===== src/rtl/alu_seq.sv =====
// alu_seq: parametrised registered ALU for the HC4 datapath.
//
// Single-cycle ops (logic, add/sub, shifts) are computed and registered on
// the accepting edge. Unsigned multiply runs as a WIDTH-iteration
// shift-and-add sequence. Results and flags hold until the next completion.
//
// Handshake: a request is accepted on a rising edge where start=1 and
// busy=0. Completion is signalled by a one-cycle done pulse, and out,
// carry_out and zero_out update in that same cycle. start seen while
// busy=1 is dropped. busy and done are never high together.
//
// Ports:
//   clk        clock, rising edge
//   rst        synchronous active-high reset, priority over start
//   start      request, sampled only when busy=0
//   in_A/in_B  operands, latched on accept
//   sel_in     operation select (4 bits), latched on accept
//   carry_in   carry / shift-in, latched on accept
//   out        registered result
//   carry_out  registered carry / overflow flag
//   zero_out   registered flag, out == 0
//   busy       multiply in progress
//   done       one-cycle completion pulse
//   state_o    FSM state for debug observation (0 = IDLE, 1 = MUL)
module alu_seq #(
    parameter int WIDTH  = 8,
    parameter bit MUL_EN = 1'b1
) (
    input  logic             clk,
    input  logic             rst,
    input  logic             start,
    input  logic [WIDTH-1:0] in_A,
    input  logic [WIDTH-1:0] in_B,
    input  logic [3:0]       sel_in,
    input  logic             carry_in,
    output logic [WIDTH-1:0] out,
    output logic             carry_out,
    output logic             zero_out,
    output logic             busy,
    output logic             done,
    output logic [0:0]       state_o
);

    localparam int CW = $clog2(WIDTH + 1);

    localparam logic [0:0] ST_IDLE = 1'b0;
    localparam logic [0:0] ST_MUL  = 1'b1;

    logic [0:0]         state_q,  state_d;
    logic [WIDTH-1:0]   out_q,    out_d;
    logic               carry_q,  carry_d;
    logic               zero_q,   zero_d;
    logic               done_q,   done_d;
    logic [2*WIDTH-1:0] acc_q,    acc_d;
    logic [2*WIDTH-1:0] mcand_q,  mcand_d;
    logic [WIDTH-1:0]   mplier_q, mplier_d;
    logic [CW-1:0]      cnt_q,    cnt_d;

    logic               is_mul;
    logic [WIDTH-1:0]   alu_res;
    logic               alu_c;
    logic [WIDTH:0]     sum_w;
    logic [2*WIDTH-1:0] acc_sum;
    logic               last_iter;

    // Single-cycle result from the live inputs; only used on an accepting edge.
    always_comb begin
        is_mul  = MUL_EN && (sel_in == 4'b1010);
        alu_res = '0;
        alu_c   = 1'b0;
        sum_w   = '0;
        case (sel_in)
            4'b0000: alu_res = in_A;
            4'b0001: alu_res = in_A & in_B;
            4'b0010: alu_res = in_A | in_B;
            4'b0011: alu_res = in_A ^ in_B;
            4'b0100: alu_res = in_B;
            4'b0101: sum_w = {1'b0, in_A} + {1'b0, in_B} + {{WIDTH{1'b0}}, carry_in};
            4'b0110: sum_w = {1'b0, ~in_A} + {1'b0, in_B} + {{WIDTH{1'b0}}, carry_in};
            4'b0111: sum_w = {1'b0, in_A} + {1'b0, ~in_B} + {{WIDTH{1'b0}}, carry_in};
            4'b1000: begin
                alu_res = {in_A[WIDTH-2:0], carry_in};
                alu_c   = in_A[WIDTH-1];
            end
            4'b1001: begin
                alu_res = {carry_in, in_A[WIDTH-1:1]};
                alu_c   = in_A[0];
            end
            default: begin
                // Reserved codes (and 1010 when the multiplier is absent).
                alu_res = '0;
                alu_c   = 1'b0;
            end
        endcase
        if (sel_in == 4'b0101 || sel_in == 4'b0110 || sel_in == 4'b0111) begin
            alu_res = sum_w[WIDTH-1:0];
            alu_c   = sum_w[WIDTH];
        end
    end

    // One shift-and-add step; the final step's sum is the full product.
    assign acc_sum   = acc_q + (mplier_q[0] ? mcand_q : '0);
    assign last_iter = (cnt_q == CW'(WIDTH - 1));

    always_comb begin
        state_d  = state_q;
        out_d    = out_q;
        carry_d  = carry_q;
        zero_d   = zero_q;
        done_d   = 1'b0;
        acc_d    = acc_q;
        mcand_d  = mcand_q;
        mplier_d = mplier_q;
        cnt_d    = cnt_q;
        case (state_q)
            ST_IDLE: begin
                if (start) begin
                    if (is_mul) begin
                        acc_d    = '0;
                        mcand_d  = {{WIDTH{1'b0}}, in_A};
                        mplier_d = in_B;
                        cnt_d    = '0;
                        state_d  = ST_MUL;
                    end else begin
                        out_d   = alu_res;
                        carry_d = alu_c;
                        zero_d  = (alu_res == '0);
                        done_d  = 1'b1;
                    end
                end
            end
            ST_MUL: begin
                acc_d    = acc_sum;
                mcand_d  = mcand_q << 1;
                mplier_d = mplier_q >> 1;
                cnt_d    = cnt_q + CW'(1);
                if (last_iter) begin
                    out_d   = acc_sum[WIDTH-1:0];
                    carry_d = |acc_sum[2*WIDTH-1:WIDTH];
                    zero_d  = (acc_sum[WIDTH-1:0] == '0);
                    done_d  = 1'b1;
                    state_d = ST_IDLE;
                end
            end
            default: state_d = ST_IDLE;
        endcase
    end

    always_ff @(posedge clk) begin
        if (rst) begin
            state_q  <= ST_IDLE;
            out_q    <= '0;
            carry_q  <= 1'b0;
            zero_q   <= 1'b0;
            done_q   <= 1'b0;
            acc_q    <= '0;
            mcand_q  <= '0;
            mplier_q <= '0;
            cnt_q    <= '0;
        end else begin
            state_q  <= state_d;
            out_q    <= out_d;
            carry_q  <= carry_d;
            zero_q   <= zero_d;
            done_q   <= done_d;
            acc_q    <= acc_d;
            mcand_q  <= mcand_d;
            mplier_q <= mplier_d;
            cnt_q    <= cnt_d;
        end
    end

    assign out       = out_q;
    assign carry_out = carry_q;
    assign zero_out  = zero_q;
    assign done      = done_q;
    assign busy      = (state_q == ST_MUL);
    assign state_o   = state_q;

endmodule


===== config.mk =====
export PLATFORM = sky130hd
export DESIGN_NAME = alu_seq
export DESIGN_NICKNAME = d
export VERILOG_FILES = /design/src/rtl/alu_seq.sv
export SDC_FILE = /design/constraint.sdc
export NUM_CORES = 1
export LEC_CHECK = 0
export BUFFER_PORTS_ARGS = -buffer_cell sky130_fd_sc_hd__buf_2
export CAP_MARGIN = 25
export CORE_MARGIN = 2
export CORE_UTILIZATION = 60
export CTS_BUF_LIST = sky130_fd_sc_hd__clkbuf_16
export DETAILED_ROUTE_END_ITERATION = 10
export GPL_TIMING_DRIVEN = 1
export MAX_ROUTING_LAYER = met4
export PLACE_DENSITY = 0.8
export SLEW_MARGIN = 40
export SYNTH_ARGS = -nofsm -noshare
export SYNTH_HDL_FRONTEND = slang
export SYNTH_SLANG_ARGS = --single-unit

===== constraint.sdc =====
create_clock -name clk -period 5.7 [get_ports clk]
set_input_delay 0.285 -clock clk [delete_from_list [all_inputs] [get_ports clk]]
set_output_delay 0.285 -clock clk [all_outputs]
set_load 0.1 [all_outputs]

# After elaboration in Yosys (flattened, before gate mapping)
# Index checks and enable logic that the tools add are counted.
# word_totals
in_bits	24
out_inout_bits	13
reg_bits	56
elab_cells	84
# classes
addsub	8
reduce_logical	8
eq_ne	15
mux	38
bitwise_logic	6
# op_table
operator	n
2-to-1 mux 16 bit	5
one-hot mux 16 bit (2 select lines)	2
one-hot mux 8 bit (7 select lines)	1
2-to-1 mux 8 bit	6
one-hot mux 8 bit (2 select lines)	2
adder 8 x 8 -> 9 bit	3
adder 9 x 1 -> 9 bit	3
one-hot mux 9 bit (3 select lines)	1
== test 4 x 3 -> 1 bit, second input constant	5
adder 16 bit	1
logical NOT 8 bit	2
inverter 8 bit	2
2-to-1 mux 1 bit	13
== test 4 bit, second input constant	3
one-hot mux 1 bit (2 select lines)	5
AND 8 bit	1
== test 4 x 2 -> 1 bit, second input constant	2
2-to-1 mux 4 bit	2
OR 8 bit	1
one-hot mux 4 bit (2 select lines)	1
OR reduction 8 bit	1
XOR 8 bit	1
inequality test 2 bit, second input constant	3
adder 4 x 1 -> 4 bit, second input constant	1
7 further kinds	8

# Longest topological paths before layout
# depth
ltp_word	9
depth_mapped	12
depth_no_buf	12

# Worst setup path after synthesis
# OpenSTA, ideal clock, no wires.
# synth_path
path_type	flip-flop to flip-flop
from	register mplier_q[0]
to	register carry_q, in the netlist carry_out
arrival_time_ps	2712
synth_period_minus_slack_ps	2846
path_buffers	1
t_required_ps	5566
path_slack_ps	2854
path_stages_with_launch	13
setup_time_ps	134
path_cell_list	dfxtp_1 -> clkbuf_1 -> and2_1 -> ha_1 -> fa_1 -> a211oi_2 -> o21bai_1 -> a21oi_1 -> o21ai_0 -> xor2_1 -> or4_1 -> a211oi_2 -> a211oi_1
# synth_between
elab_chain_cells	5
# synth_lines
element	line	rtl
start: declaration	56	logic [WIDTH-1:0] mplier_q, mplier_d;
start signal: assignment	168	mplier_q <= mplier_d;
2-to-1 mux 16 bit	102	assign acc_sum = acc_q + (mplier_q[0] ? mcand_q : '0);
adder 16 bit	102	
OR reduction 8 bit	139	carry_d = |acc_sum[2*WIDTH-1:WIDTH];
2-to-1 mux 1 bit	137	if (last_iter) begin
one-hot mux 1 bit (2 select lines)	115	case (state_q)
end signal: assignment	163	carry_q <= carry_d;
end: declaration	51	logic carry_q, carry_d;
# No other way between the ends. The select of a mux whose other input is x is not followed.
# A chain may end at the register's enable or synchronous reset.

# Final worst setup path
# Ends and elaborated chain as after synthesis.

==> impl_metrics.tcl <==
set metrics [dict create \
    final_max_slew_viol_count 0 \
    yosys_warnings 0 \
    drt_iter0_markers 448 \
    clock_skew_ns 0.00669 \
    leakage_nw 2.15 \
    peakVddDrop_mv 0.128 \
    cap_viol_max_count 0 \
    portBuffers 36 \
    crit_start "mplier_q[0]" \
    grt_pass1_wl_um 20600 \
    worstSetupPathType "reg2reg" \
    ys_seq_area_share_pct 23.5 \
    fp.dieH_um 93.1 \
    fin_crit_ns 3.08 \
    finalWorstSetupSlack_ns 2.62 \
    worst_pin_slew_ns 0.797 \
    cts_tree "yes" \
    std_cell_rows 32 \
    antenna_found_initial 0 \
    power_density_nw_per_um2 193 \
    min_path_type "in2reg" \
    pre_cts_slack_ns 2.60 \
    hp-start "in_B[7]" \
    die_area_um2 8670 \
    fmax_ghz 0.324 \
    setup_viol 0 \
    required_ns 5.85 \
    whs_path_depth 3 \
    drc_errors 0 \
    r2r_setup_slack_ns 2.62 \
    cts_made_buffers 5 \
    final.setup.tns_ns 0 \
    synth_area_um2 4770 \
    synth_cell_types 66 \
    grt_max_degree 58 \
    cp-start-kind "register" \
    antennaDiodeCount 0 \
    synth_edf_count 0 \
    syn_area_per_cell_um2 8.05 \
    clock_latency_ns 0.29 \
    num_vias 4509 \
    core_um2 7730 \
    ys.flop_type "dfxtp_1" \
    hold_viol 0 \
    slew_headroom_pct 46.9 \
    start_util_pct 61.7 \
    ctsHoldBuffers 0 \
    r2r_cells 11 \
    clockRootBuffer "clkbuf_16" \
    antenna_left 0 \
    areaGrowthSynthToFinish_pct 6.09 \
    die_w_um 93.1 \
    fin_cells 700 \
    rsz0062_at_grt "no" \
    first_pass_iters 5 \
    cts_resized 0 \
    n_fill_cell 648 \
    cts_sinks 56 \
    timing.final.crit_share_pct 54.1 \
    synthCells 592 \
    dp_cells 693 \
    cp.arrival_ns 3.24 \
    cts.path.max_buffers 2 \
    rr_startpoint "mplier_q[0]" \
    dpl.hpwl_um 9190 \
    async_flop_share_pct 0 \
    nets 678 \
    gp_congestion 0.960 \
    grtUsageTotal_pct 30.2 \
    syn-num-nets 672 \
    synth_seq_cells 56 \
    wl_per_cell_um 17.8 \
    clk_pin_slew_ns 0.07 \
    io-pin-count 37 \
    worst_setup_path_end_kind "register" \
    routed_wl_um 12500 \
    p_total_mw 0.975 \
    final_layout_size_suffix_gt1_share_pct 11.5 \
    htreeDepth 2 \
    path_max_fanout 17 \
    grt_pass1_vias 4219 \
    status "completed" \
    via_per_inst 6.44 \
    post_cts_buffers 0 \
    grt_overflow 0 \
]
==> cell type report <==
class	instances	area [um2]	area share (%)
timing repair buffer	38	198	3.91
sequential	56	1120	22.2
tap	102	128	2.52
clock inverter	2	12.5	0.247
clock buffer	5	125	2.47
inverter	35	131	2.60
multi-input combinational	462	3340	66.1
==> synth_stat cells, types with 6 or more instances <==
library cell | n | area share (%)
nor2_1 | 77 | 6.1
dfxtp_1 | 56 | 24
ha_1 | 49 | 13
a21oi_1 | 40 | 4.2
nand2_1 | 38 | 3.0
inv_1 | 33 | 2.6
clkbuf_1 | 24 | 1.9
a22oi_1 | 21 | 3.3
o21ai_0 | 20 | 2.1
xnor2_1 | 20 | 3.7
nor3_1 | 18 | 1.9
and2_1 | 15 | 2.0
a222oi_1 | 14 | 2.9
mux2i_1 | 12 | 2.5
buf_2 | 9 | 0.94
nand2b_1 | 9 | 1.2
a211oi_1 | 8 | 1.3
nand3_1 | 8 | 0.84
fa_1 | 7 | 2.9
o211ai_1 | 7 | 1.1
o31ai_1 | 6 | 0.94
==> worst paths after layout <==
kind,end
setup / recovery,carry_out
setup reg to reg,carry_out
hold / removal,mplier_q[7]
hold reg to reg,out[0]
==> layer usage <==
metal / up-vias / global-route usage, % / wire length (um)
met2: 189 / 46.9 / 5640
met5: - / - / 0
met4: 0 / 8.46 / 157
met3: 19 / 3.63 / 834
met1: 2139 / 41.8 / 5850
li1: 2162 / - / -
==> cell families after synthesis <==
logic type               share of synthesized area [%]
buffers and inverters                             6.46
AO/OA/AOI/OAI                                     27.1
flip-flops                                        23.5
XOR/XNOR                                          4.59
adder cells (fa/ha/maj)                           15.8
multiplexers                                      4.65
AND/OR/NAND/NOR                                   17.8
==> registers in the layout (all words and copies together), names as in the netlist <==
name / flops
mplier_q: 8
mcand_q: 16
out: 8
busy: 1
cnt_q: 4
done: 1
acc_q: 16
carry_out: 1
zero_out: 1
==> power by group <==
| group | internal, mW | switching (mW) | total [mW] |
|---|---|---|---|
| registers | 0.399 | 0.00459 | 0.403 |
| clock network | 0.160 | 0.135 | 0.295 |
| logic | 0.0892 | 0.188 | 0.277 |
==> through the flow <==
step / cell area (um2) / hold WS (ns) / utilization (%)
floorplan: 4770 / 0.441 / -
global placement: 4920 / 0.435 / 63.6
detailed placement: 4920 / 0.450 / 63.7
CTS: 5060 / 0.335 / 65.4
global route: 5060 / 0.367 / 65.4
finish: 5060 / 0.341 / 65.4
==> worst max-delay path, stage by stage (launching register included) <==
cell      delay [ns]
dfxtp_1         0.43
and2_1          0.22
ha_1            0.22
fa_1            0.44
a211oi_2        0.24
o21bai_1        0.10
a21oi_1         0.23
o21ai_0         0.15
xor2_1          0.17
or4_1           0.45
a211oi_2        0.22
a211oi_1        0.09
==> cell usage in the layout, fill, tap and decap left out, types with 7 or more instances in the layout <==
cell type  netlist  layout
a21oi_1         40      39
o211ai_1         7       7
xnor2_1         20      20
a22oi_1         21      21
o21ai_0         20      20
a211oi_1         8       8
dfxtp_1         56      56
mux2i_1         12      12
inv_1           33      33
ha_1            49      49
nand3_1          8       8
nand2_1         38      38
and2_1          15      15
nor3_1          18      18
nor2_1          77      77
nand2b_1         9       9
fa_1             7       7
buf_2            9      35
a222oi_1        14      14
Power figures use the tool's default switching activity.
